`config.mk`:
```
export PLATFORM = sky130hd
export DESIGN_NAME = glhf_pattern_engine
export DESIGN_NICKNAME = d
export VERILOG_FILES = /design/src/rtl/glhf_pkg.sv /design/src/rtl/glhf_pattern_mem.sv /design/src/rtl/glhf_pattern_engine.sv
export SDC_FILE = /design/constraint.sdc
export NUM_CORES = 1
export LEC_CHECK = 0
export ABC_AREA = 1
export BUFFER_PORTS_ARGS = -buffer_cell sky130_fd_sc_hd__buf_4
export CELL_PAD_IN_SITES_DETAIL_PLACEMENT = 1
export CELL_PAD_IN_SITES_GLOBAL_PLACEMENT = 1
export CORE_MARGIN = 3
export CORE_UTILIZATION = 46
export CTS_CLUSTER_DIAMETER = 200
export DETAILED_ROUTE_END_ITERATION = 10
export PLACE_DENSITY = 0.83
export SYNTH_ARGS = -nofsm -noshare
export SYNTH_HDL_FRONTEND = slang
export SYNTH_HIERARCHICAL = 1
export SYNTH_SLANG_ARGS = --single-unit
```
`constraint.sdc`:
```
create_clock -name clk_i -period 2.9 [get_ports clk_i]
set_input_delay 0.29 -clock clk_i [delete_from_list [all_inputs] [get_ports clk_i]]
set_output_delay 0.29 -clock clk_i [all_outputs]
set_load 0.05 [all_outputs]
```
`src/rtl/glhf_pkg.sv`:
```
// rtl/glhf_pkg.sv - shared types, defaults and helpers for the glhf pattern engine
package glhf_pkg;

    typedef enum logic [1:0] {
        ST_IDLE = 2'd0,
        ST_RUN  = 2'd1,
        ST_DONE = 2'd2
    } glhf_state_e;

    localparam int DEF_WIDTH = 8;
    localparam int DEF_DEPTH = 16;
    localparam int DEF_DIVW  = 8;
    localparam int DEF_CNTW  = 8;

    // Address width for n entries, never below one bit.
    function automatic int clog2_min1(input int n);
        int r;
        r = 0;
        while ((1 << r) < n) begin
            r = r + 1;
        end
        return (r < 1) ? 1 : r;
    endfunction

endpackage

```
`src/rtl/glhf_pattern_mem.sv`:
```
// rtl/glhf_pattern_mem.sv - DEPTH x WIDTH array, synchronous write, combinational read
module glhf_pattern_mem
    import glhf_pkg::*;
#(
    parameter int WIDTH = DEF_WIDTH,
    parameter int DEPTH = DEF_DEPTH,
    parameter int AW    = clog2_min1(DEPTH)
) (
    input  logic             clk_i,
    input  logic             we_i,
    input  logic [AW-1:0]    waddr_i,
    input  logic [WIDTH-1:0] wdata_i,
    input  logic [AW-1:0]    raddr_i,
    output logic [WIDTH-1:0] rdata_o
);

    logic [WIDTH-1:0] mem_q [DEPTH];

    always_ff @(posedge clk_i) begin
        if (we_i) begin
            mem_q[waddr_i] <= wdata_i;
        end
    end

    assign rdata_o = mem_q[raddr_i];

endmodule

```
`src/rtl/glhf_pattern_engine.sv`:
```
// rtl/glhf_pattern_engine.sv - pin self-test pattern player/checker; GLHF_CAPTURE_EN adds a capture array
module glhf_pattern_engine
    import glhf_pkg::*;
#(
    parameter int WIDTH = DEF_WIDTH,
    parameter int DEPTH = DEF_DEPTH,
    parameter int DIVW  = DEF_DIVW,
    parameter int CNTW  = DEF_CNTW
) (
    input  logic                          clk_i,
    input  logic                          rst_ni,
    input  logic                          ena_i,
    input  logic                          wr_en_i,
    input  logic [WIDTH-1:0]              wr_data_i,
    input  logic                          clr_i,
    input  logic                          start_i,
    input  logic                          stop_i,
    input  logic                          loop_mode_i,
    input  logic [DIVW-1:0]               div_i,
    output logic [WIDTH-1:0]              pat_out_o,
    output logic [WIDTH-1:0]              pat_oe_o,
    input  logic [WIDTH-1:0]              cap_in_i,
    output logic                          busy_o,
    output logic                          done_o,
    output logic [CNTW-1:0]               err_cnt_o,
    output logic                          err_flag_o,
    input  logic [clog2_min1(DEPTH)-1:0]  rd_addr_i,
    output logic [WIDTH-1:0]              rd_data_o
);

    localparam int AW = clog2_min1(DEPTH);
    localparam logic [AW:0] LEN_MAX = (AW+1)'(DEPTH);

    glhf_state_e      state_q, state_d;
    logic [AW-1:0]    wp_q, wp_d;
    logic [AW:0]      len_q, len_d;
    logic [AW-1:0]    rp_q, rp_d;
    logic [DIVW-1:0]  hold_q, hold_d;
    logic [DIVW-1:0]  div_q, div_d;
    logic [WIDTH-1:0] pat_out_q, pat_out_d;
    logic [WIDTH-1:0] pat_oe_q, pat_oe_d;
    logic [CNTW-1:0]  err_cnt_q, err_cnt_d;
    logic             err_flag_q, err_flag_d;

    logic             mem_we;
    logic [AW-1:0]    mem_raddr;
    logic [WIDTH-1:0] mem_rdata;
    logic             last_entry;

    assign last_entry = ({1'b0, rp_q} == (len_q - 1'b1));
    // Read port serves both start/loop (entry 0) and advance (rp+1).
    assign mem_raddr  = (state_q == ST_RUN && !last_entry) ? rp_q + 1'b1 : '0;

    glhf_pattern_mem #(
        .WIDTH (WIDTH),
        .DEPTH (DEPTH),
        .AW    (AW)
    ) u_pat_mem (
        .clk_i   (clk_i),
        .we_i    (mem_we && ena_i),
        .waddr_i (wp_q),
        .wdata_i (wr_data_i),
        .raddr_i (mem_raddr),
        .rdata_o (mem_rdata)
    );

    always_comb begin
        state_d    = state_q;
        wp_d       = wp_q;
        len_d      = len_q;
        rp_d       = rp_q;
        hold_d     = hold_q;
        div_d      = div_q;
        pat_out_d  = pat_out_q;
        pat_oe_d   = pat_oe_q;
        err_cnt_d  = err_cnt_q;
        err_flag_d = err_flag_q;
        mem_we     = 1'b0;
        unique case (state_q)
            ST_IDLE, ST_DONE: begin
                if (start_i && len_q != '0) begin
                    state_d    = ST_RUN;
                    rp_d       = '0;
                    pat_out_d  = mem_rdata;
                    pat_oe_d   = '1;
                    err_cnt_d  = '0;
                    err_flag_d = 1'b0;
                    div_d      = div_i;
                    hold_d     = div_i;
                end else if (clr_i) begin
                    wp_d    = '0;
                    len_d   = '0;
                    state_d = ST_IDLE;
                end else if (wr_en_i) begin
                    mem_we  = 1'b1;
                    wp_d    = wp_q + 1'b1;
                    state_d = ST_IDLE;
                    if (len_q != LEN_MAX) begin
                        len_d = len_q + 1'b1;
                    end
                end
            end
            ST_RUN: begin
                if (stop_i) begin
                    state_d  = ST_IDLE;
                    pat_oe_d = '0;
                end else if (hold_q != '0) begin
                    hold_d = hold_q - 1'b1;
                end else begin
                    if (cap_in_i != pat_out_q) begin
                        err_flag_d = 1'b1;
                        if (err_cnt_q != '1) begin
                            err_cnt_d = err_cnt_q + 1'b1;
                        end
                    end
                    hold_d = div_q;
                    if (!last_entry) begin
                        rp_d      = rp_q + 1'b1;
                        pat_out_d = mem_rdata;
                    end else if (loop_mode_i) begin
                        rp_d      = '0;
                        pat_out_d = mem_rdata;
                    end else begin
                        state_d  = ST_DONE;
                        pat_oe_d = '0;
                    end
                end
            end
            default: begin
                state_d  = ST_IDLE;
                pat_oe_d = '0;
            end
        endcase
    end

    always_ff @(posedge clk_i or negedge rst_ni) begin
        if (!rst_ni) begin
            state_q    <= ST_IDLE;
            wp_q       <= '0;
            len_q      <= '0;
            rp_q       <= '0;
            hold_q     <= '0;
            div_q      <= '0;
            pat_out_q  <= '0;
            pat_oe_q   <= '0;
            err_cnt_q  <= '0;
            err_flag_q <= 1'b0;
        end else if (ena_i) begin
            state_q    <= state_d;
            wp_q       <= wp_d;
            len_q      <= len_d;
            rp_q       <= rp_d;
            hold_q     <= hold_d;
            div_q      <= div_d;
            pat_out_q  <= pat_out_d;
            pat_oe_q   <= pat_oe_d;
            err_cnt_q  <= err_cnt_d;
            err_flag_q <= err_flag_d;
        end
    end

    assign pat_out_o  = pat_out_q;
    assign pat_oe_o   = pat_oe_q;
    assign busy_o     = (state_q == ST_RUN);
    assign done_o     = (state_q == ST_DONE);
    assign err_cnt_o  = err_cnt_q;
    assign err_flag_o = err_flag_q;

`ifdef GLHF_CAPTURE_EN
    logic             cap_we;
    logic [WIDTH-1:0] cap_rdata;
    logic [WIDTH-1:0] rd_data_q;

    assign cap_we = ena_i && (state_q == ST_RUN) && !stop_i && (hold_q == '0);

    glhf_pattern_mem #(
        .WIDTH (WIDTH),
        .DEPTH (DEPTH),
        .AW    (AW)
    ) u_cap_mem (
        .clk_i   (clk_i),
        .we_i    (cap_we),
        .waddr_i (rp_q),
        .wdata_i (cap_in_i),
        .raddr_i (rd_addr_i),
        .rdata_o (cap_rdata)
    );

    always_ff @(posedge clk_i or negedge rst_ni) begin
        if (!rst_ni) begin
            rd_data_q <= '0;
        end else if (ena_i) begin
            rd_data_q <= cap_rdata;
        end
    end

    assign rd_data_o = rd_data_q;
`else
    logic unused_rd_addr;
    assign unused_rd_addr = ^rd_addr_i;
    assign rd_data_o      = '0;
`endif

endmodule

```
==> impl_summary.log, run 1 <==
[metrics] status: finished, final reports clean
[metrics] post-route setup slack: 0.1256 ns
[metrics] cell-by-cell listing of the critical path: inv_1 > ha_4 > inv_1 > nand2_1 > nand3_1 > nand2_1 > nor2_1 > nand2_1 > nand2_4 > nor2_4 > inv_4 > buf_12 > nand2_1 > nand3_1 > nand3_1 > nand3_1 > nand2_1 > nand3_1 > nand2_1
[metrics] CTS Root Cell: sky130_fd_sc_hd__clkbuf_16
[metrics] gate count of the mapped netlist: 956
[metrics] full die area: 20620 um2
[metrics] initial detailed-routing violation count: 568
[metrics] post-route antenna net violation count: 0
[metrics] Placement Rows: 49
[metrics] Placer Congestion: 0.8226
[metrics] vias: 7003
[metrics] Unique masters post-synth: 38
[metrics] number of cell instances on the worst register-to-register path: 19
[metrics] initial cell density of the core: 47.67%
[metrics] commonest non-fill, non-tap cell in the layout: sky130_fd_sc_hd__nand2_1
[metrics] reg2reg end: pat_out_o[1]
[metrics] number of hold-slack violations in the final timing report: 0
[metrics] Max Clock Freq: 360.4 MHz
[metrics] estimated wirelength of the detail-placed design: 16.00 mm
[metrics] port buffer count: 58
[metrics] Worst R2R Setup Slack: 0.13 ns
[metrics] R2R Path Start: len_q[1]
[metrics] aggregate global routing overflow: 0
[metrics] H-tree depth: 4
[metrics] leakage power: 4.651 nW
[metrics] share of the clock period used by the worst path: 95.67%
[metrics] remaining design rule violation count: 0
[metrics] Cells on Worst Hold Path: 2
[metrics] crit path max fanout: 14
[metrics] Data arrival, critical path: 3.15 ns
[metrics] Vert. Die Dim: 143.6 um
[metrics] clock latency on the worst-skew pair: 0.44 ns
[metrics] count of clock tree sinks: 177
[metrics] final-report setup violation count: 0
[metrics] via count of the first global-routing pass: 7388
[metrics] pins over their slew limit: 0
[metrics] hold worst-path end: len_q[4]
[metrics] area used by multi-input combinational logic: 2780 um2
[metrics] Seq/Total Area, Yosys: 58.21%
[metrics] overall track demand over capacity in global routing: 25.03%
[metrics] synthesis-to-layout area growth: 15.90%
[metrics] startpoint kind of the worst setup timing path: flop
[metrics] Placement Setup Slack: 0.1335 ns
[metrics] Pre-Repair DR Iteration Count: 5
[metrics] Crit path required time: 3.28 ns
[metrics] critical setup path kind: reg -> reg
[metrics] Post-Route Skew: 0.009514 ns
[metrics] slew at the pin closest to its max-slew limit: 0.6838 ns
[metrics] detailed-route wire length per cell: 20.18 um
[metrics] Post-Place Cells: 1235
[metrics] Final #Nets: 1073
[metrics] core area: 18270 um2
[metrics] Min-Delay Path Class: in -> reg
[metrics] via-per-instance ratio: 5.506
[metrics] number of filler instances in the final layout: 2102
[metrics] Max rail drop VDD: 477.7 uV
[metrics] CTS tree: built
[metrics] maximum cell stage delay along the critical path: 0.40 ns
[metrics] Routed WL: 25.67 mm
[metrics] post-synthesis area per instance: 9.110 um2
[metrics] post-route insts no fill: 1272
[metrics] initial antenna violation count: 0
[metrics] post-synthesis register bit count: 177
[metrics] antenna diode count: 0
[metrics] largest net degree at the start of global routing: 50
[metrics] fraction of layout instances using a drive strength above 1: 15.72%
[metrics] number of maximum-capacitance violations: 0
[metrics] ratio of total power to cell area: 852.7 nW/um2
[metrics] commonest cells after routing, fill and taps aside: sky130_fd_sc_hd__nand2_1, sky130_fd_sc_hd__inv_1, sky130_fd_sc_hd__nand3_1
[metrics] launch point of the worst hold path: clr_i
[metrics] cell repeated most along the worst path: sky130_fd_sc_hd__nand2_1
[metrics] minimum clock period after layout: 2.774 ns
[metrics] chip width: 143.6 um
[metrics] FF/Latch Area: 5071 um2
[metrics] remaining max-slew budget at the tightest pin: 54.42%
[metrics] yosys synthesis warning count: 6
[metrics] type of element capturing the critical path: flop
[metrics] global-route wire length before repair: 39.29 mm
[metrics] maximum clock insertion buffer count: 2
[metrics] cell type of the slowest stage on the worst timing path: sky130_fd_sc_hd__dfrtp_1
[metrics] total standard cell area after synthesis: 8710 um2
[metrics] number of buffers inserted during clock tree synthesis: 17
[metrics] Top delay family on crit path: simple AND/OR/NAND/NOR gates
[metrics] Clk pin slew, worst setup/hold paths: 0.07 ns
[metrics] Buffers & Inverters on Critical Path: 4
[metrics] count of boundary I/O pins: 71
[registers in the layout, indices dropped and copies added, names as in the netlist]
register	count
u_pat_mem/mem_q	128
div_q	8
err_cnt_o	8
hold_q	8
pat_out_o	8
len_q	5
rp_q	4
wp_q	4
state_q	2
err_flag_o	1
pat_oe_o	1
[where the power goes]
| part | total [mW] | switching, mW | internal (mW) |
|---|---|---|---|
| sequential | 3.27 | 0.291 | 2.98 |
| combinational | 3.11 | 2.10 | 1.01 |
| clock | 2.23 | 1.04 | 1.19 |
| total | 8.61 | 3.43 | 5.18 |
[metrics by stage]
step                total power [mW]  hold WS (ns)  utilization, %  cell area [um2]   TNS, ns
detailed placement             6.142        0.3704           51.58             9424         0
finish                         8.608       0.07465           55.25            10090         0
floorplan                      5.338     -0.005591               -             8736         0
CTS                            8.449       0.06559           54.74            10000         0
global placement               5.984        0.3621           51.58             9424         0
global route                   9.024       0.07119           55.25            10090  -0.01366
[layer usage]
metal	vias to the layer above	part of all wire (%)	global-route usage (%)	routed length, um
met5	-	0	0	0
met4	0	2.1	8.672	529
met3	44	4.6	4.459	1187
met2	202	52	43.91	13380
li1	3217	-	-	-
met1	3540	41	31.28	10570
[cells by family (layout without fill, tap and decap cells)]
family                   after synthesis  count (layout)  share of synthesized area, %
other                                  1               8                       0.04306
buffers and inverters                200             280                         10.52
XOR/XNOR                              11              11                         1.106
AO/OA/AOI/OAI                         43              43                         3.003
multiplexers                           6               6                        0.7757
AND/OR/NAND/NOR                      511             511                         25.34
flip-flops                           177             177                         58.21
adder cells (fa/ha/maj)                7               7                         1.006
[area by class of cell]
cell class | instances | share of cell area (%)
timing repair buffer | 97 | 8.156
tap | 229 | 2.838
inverter | 151 | 5.640
clock inverter | 15 | 1.376
clock buffer | 17 | 4.214
multi-input combinational | 586 | 27.54
sequential | 177 | 50.24
[how the worst max path moves through the flow]
stage	startpoint	to	slack, ns	cells after the start
after floorplan	len_q[0]	pat_out_o[3]	0.63	18
after global placement	len_q[0]	pat_out_o[7]	0.24	18
after detailed placement	len_q[0]	pat_out_o[4]	0.13	18
after CTS	len_q[0]	pat_out_o[4]	0.06	19
after global routing	len_q[1]	pat_out_o[4]	-0.01	20
final	len_q[1]	pat_out_o[1]	0.13	19
[synthesized netlist by cell type]
cell                         n  area share, %
sky130_fd_sc_hd__o21ai_4     1           0.19
sky130_fd_sc_hd__nor3_1      6           0.34
sky130_fd_sc_hd__o21ai_0    13           0.75
sky130_fd_sc_hd__xor2_1      6           0.60
sky130_fd_sc_hd__nand2_2     4           0.29
sky130_fd_sc_hd__o21a_1      1          0.086
sky130_fd_sc_hd__buf_6       9            1.2
sky130_fd_sc_hd__inv_2       6           0.26
sky130_fd_sc_hd__nand2_1   276             12
sky130_fd_sc_hd__xnor2_1     5           0.50
sky130_fd_sc_hd__a31oi_1     1          0.072
sky130_fd_sc_hd__nor2_1     61            2.6
sky130_fd_sc_hd__a31o_2      1           0.10
sky130_fd_sc_hd__or2_2       4           0.29
sky130_fd_sc_hd__nand4_2     2           0.29
sky130_fd_sc_hd__dfrtp_1    49             14
sky130_fd_sc_hd__nor2_4      1           0.13
sky130_fd_sc_hd__nor2_2      4           0.29
sky130_fd_sc_hd__buf_4      21            1.8
sky130_fd_sc_hd__nand4_1    14            1.0
sky130_fd_sc_hd__buf_1       1          0.043
sky130_fd_sc_hd__mux2_2      6           0.78
sky130_fd_sc_hd__a21oi_1    14           0.80
sky130_fd_sc_hd__inv_1     145            6.2
sky130_fd_sc_hd__conb_1      1          0.043
sky130_fd_sc_hd__a22o_1      1           0.10
sky130_fd_sc_hd__nand3b_1    2           0.17
sky130_fd_sc_hd__o22ai_1     3           0.22
sky130_fd_sc_hd__ha_1        7            1.0
sky130_fd_sc_hd__nand3_2     2           0.23
sky130_fd_sc_hd__buf_2      15           0.86
sky130_fd_sc_hd__o211ai_1    4           0.34
sky130_fd_sc_hd__clkbuf_1    3           0.13
sky130_fd_sc_hd__edfxtp_1  128             44
sky130_fd_sc_hd__nor3b_1     1          0.086
sky130_fd_sc_hd__a22oi_1     3           0.26
sky130_fd_sc_hd__nand3_1   134            7.7
sky130_fd_sc_hd__o31ai_1     1          0.086
[what timing repair did]
item / in CTS / in global routing
setup buffers: 0 / 2
hold buffers: 1 / 0
endpoints found under the setup margin: 2 / 8
gates resized for setup: 1 / 8
pin swaps: 0 / 2
endpoints found under the hold margin: 49 / 0
cloned: 0 / 2
Power figures use the tool's default switching activity.
==> run 2: changes to the inputs <==
--- a/config.mk
+++ b/config.mk
@@ -12,6 +12,7 @@
 export CORE_MARGIN = 3
 export CORE_UTILIZATION = 46
 export CTS_CLUSTER_DIAMETER = 200
+export CTS_CLUSTER_SIZE = 30
 export DETAILED_ROUTE_END_ITERATION = 10
 export PLACE_DENSITY = 0.83
 export SYNTH_ARGS = -nofsm -noshare
==> constraint.sdc (replaced) <==
create_clock -name clk_i -period 2.81 [get_ports clk_i]
set_input_delay 0.281 -clock clk_i [delete_from_list [all_inputs] [get_ports clk_i]]
set_output_delay 0.281 -clock clk_i [all_outputs]
set_load 0.05 [all_outputs]
==> run 2 against run 1 <==
Net effect:
- final cell count barely moved
- first-iteration DRC count fell by 15%
- clock skew fell by 0.00055 ns
==> impl_summary.log, run 2 (synthesis results as in run 1) <==
[metrics] crit path max fanout: 32
[metrics] share of the core filled with cells: 55.53%
[metrics] initial detailed-routing violation count: 485
[metrics] clock latency on the worst-skew pair: 0.44 ns
[metrics] Data arrival, critical path: 2.93 ns
[metrics] Pre-Repair DR Iteration Count: 5
[metrics] Max rail drop VDD: 480.5 uV
[metrics] cell-by-cell listing of the critical path: inv_2 > ha_2 > inv_1 > nand2_1 > nand2_1 > nand3_1 > nor2_1 > nand2_2 > nand2_4 > nor2_2 > inv_2 > buf_12 > nand3_1 > nand3_1 > nand3_1 > nand2_1 > nand3_1 > nand2_1
[metrics] cell repeated most along the worst path: sky130_fd_sc_hd__nand3_1
[metrics] remaining design rule violation count: 0
[metrics] commonest cells after routing, fill and taps aside: sky130_fd_sc_hd__nand2_1, sky130_fd_sc_hd__inv_1, sky130_fd_sc_hd__nand3_1
[metrics] Vert. Die Dim: 143.6 um
[metrics] Post-Place Cells: 1236
[metrics] port buffer count: 58
[metrics] Placement Setup Slack: 0.06248 ns
[metrics] overall power: 9.070 mW
[metrics] Routed WL: 25.61 mm
[metrics] initial antenna violation count: 0
[metrics] type of element capturing the critical path: flop
[metrics] largest net degree at the start of global routing: 50
[metrics] number of buffers inserted during clock tree synthesis: 17
[metrics] via-per-instance ratio: 5.489
[metrics] initial cell density of the core: 47.67%
[metrics] fraction of layout instances using a drive strength above 1: 15.45%
[metrics] Clk pin slew, worst setup/hold paths: 0.07 ns
[metrics] final-report setup violation count: 0
[metrics] Max Clock Freq: 382.7 MHz
[metrics] minimum clock period after layout: 2.613 ns
[metrics] count of boundary I/O pins: 71
[metrics] antenna diode count: 0
[metrics] chip width: 143.6 um
[metrics] core area: 18270 um2
[metrics] maximum cell stage delay along the critical path: 0.39 ns
[metrics] Post-Route Skew: 0.008969 ns
[metrics] CTS Root Cell: sky130_fd_sc_hd__clkbuf_16
[metrics] synthesis-to-layout area growth: 16.48%
[metrics] register ranked first by flip-flop count: u_pat_mem/mem_q
[metrics] commonest non-fill, non-tap cell in the layout: sky130_fd_sc_hd__nand2_1
[metrics] overall track demand over capacity in global routing: 25.02%
[metrics] H-tree depth: 4
[metrics] Placement Rows: 49
[metrics] Placer Congestion: 0.8092
[metrics] status: finished, final reports clean
[metrics] critical setup path kind: reg -> reg
[metrics] leakage power: 4.682 nW
[metrics] count of clock tree sinks: 177
[metrics] RSZ-0062 raised after global routing: false
[metrics] vias: 6976
[metrics] number of hold-slack violations in the final timing report: 0
[metrics] global-route wire length before repair: 39.36 mm
[metrics] number of maximum-capacitance violations: 0
[metrics] remaining max-slew budget at the tightest pin: 54.75%
[metrics] Crit path required time: 3.12 ns
[metrics] Setup TNS Final: 0 ns
[metrics] post-route antenna net violation count: 0
[metrics] detailed-route wire length per cell: 20.15 um
[metrics] Final #Nets: 1073
[metrics] post-route setup slack: 0.1967 ns
[metrics] share of the clock period used by the worst path: 93.00%
[metrics] via count of the first global-routing pass: 7444
[metrics] estimated wirelength of the detail-placed design: 16.17 mm
[metrics] maximum clock insertion buffer count: 2
[metrics] Buffers & Inverters on Critical Path: 4
[metrics] flip-flop count of the largest register, all copies and words added: 128
[metrics] Top delay family on crit path: simple AND/OR/NAND/NOR gates
[metrics] cell type of the slowest stage on the worst timing path: sky130_fd_sc_hd__dfrtp_1
[metrics] aggregate global routing overflow: 0
[metrics] startpoint kind of the worst setup timing path: flop
[metrics] Min-Delay Path Class: in -> reg
[metrics] full die area: 20620 um2
[metrics] ratio of total power to cell area: 894.1 nW/um2
[metrics] slew at the pin closest to its max-slew limit: 0.6787 ns
[metrics] pins over their slew limit: 0
[metrics] post-route insts no fill: 1271
[metrics] CTS tree: built
==> run 2: cell types whose count changed in the layout (fill, tap and decap cells not counted), sizes merged <==
cell      delta
bufinv       +4
clkinvlp     -1
inv          -2
clkbuf       +3
clkinv       -5
==> run 2: worst reg2reg max path: stages, from the launching register on <==
cell	delay [ns]
sky130_fd_sc_hd__dfrtp_1	0.39
sky130_fd_sc_hd__inv_2	0.07
sky130_fd_sc_hd__ha_2	0.35
sky130_fd_sc_hd__inv_1	0.04
sky130_fd_sc_hd__nand2_1	0.05
sky130_fd_sc_hd__nand2_1	0.05
sky130_fd_sc_hd__nand3_1	0.07
sky130_fd_sc_hd__nor2_1	0.06
sky130_fd_sc_hd__nand2_2	0.11
sky130_fd_sc_hd__nand2_4	0.08
sky130_fd_sc_hd__nor2_2	0.26
sky130_fd_sc_hd__inv_2	0.09
sky130_fd_sc_hd__buf_12	0.19
sky130_fd_sc_hd__nand3_1	0.13
sky130_fd_sc_hd__nand3_1	0.12
sky130_fd_sc_hd__nand3_1	0.12
sky130_fd_sc_hd__nand2_1	0.11
sky130_fd_sc_hd__nand3_1	0.10
sky130_fd_sc_hd__nand2_1	0.09
==> run 2: layout make-up <==
cell class,instances,area [um2]
Timing Repair Buffer,97,819.5
Multi-Input combinational cell,586,2775
Sequential cell,177,5070
Tap cell,229,286.5
Inverter,151,569.3
Clock inverter,11,187.7
Clock buffer,20,436.7
Fill cell,2106,8125
==> run 2: final timing paths <==
kind	from	endpoint	slack [ns]	cells after the start
setup / recovery	len_q[1]	pat_out_o[1]	0.20	18
hold / removal	clr_i	len_q[4]	0.07	2
setup reg to reg	len_q[1]	pat_out_o[1]	0.20	18
hold reg to reg	div_q[5]	div_q[5]	0.51	1
max in group asynchronous	rst_ni	wp_q[3]	1.93	2
min in group asynchronous	rst_ni	err_cnt_o[7]	0.42	2
==> run 2: power by group <==
| group | total, mW | switching [mW] | internal [mW] |
|---|---|---|---|
| registers | 3.36 | 0.283 | 3.08 |
| clock network | 2.58 | 1.01 | 1.57 |
| logic | 3.13 | 2.12 | 1.01 |
| total | 9.07 | 3.41 | 5.66 |
==> run 2: layer usage <==
layer	track usage [%]	vias up	routed length (um)
li1	-	3210	-
met1	30.81	3502	10650
met2	43.42	193	13110
met3	4.958	71	1033
met4	9.861	0	812
met5	0	-	0
==> run 2: timing repair <==
item / CTS / global route
gates resized for setup: 1 / 7
setup buffers: 0 / 1
endpoints found under the setup margin: 1 / 8
hold buffers: 1 / 0
hold endpoints to repair: 49 / 0
pin swaps: 0 / 1
gates cloned: 0 / 2
==> run 2: through the flow <==
step / hold slack [ns] / instance area, um2
5_1_grt: 0.05969 / 10140
6_report: 0.06794 / 10140
4_1_cts: 0.05817 / 10070
3_5_place_dp: 0.3622 / 9432
3_3_place_gp: 0.3537 / 9432
2_1_floorplan: -0.01459 / 8736
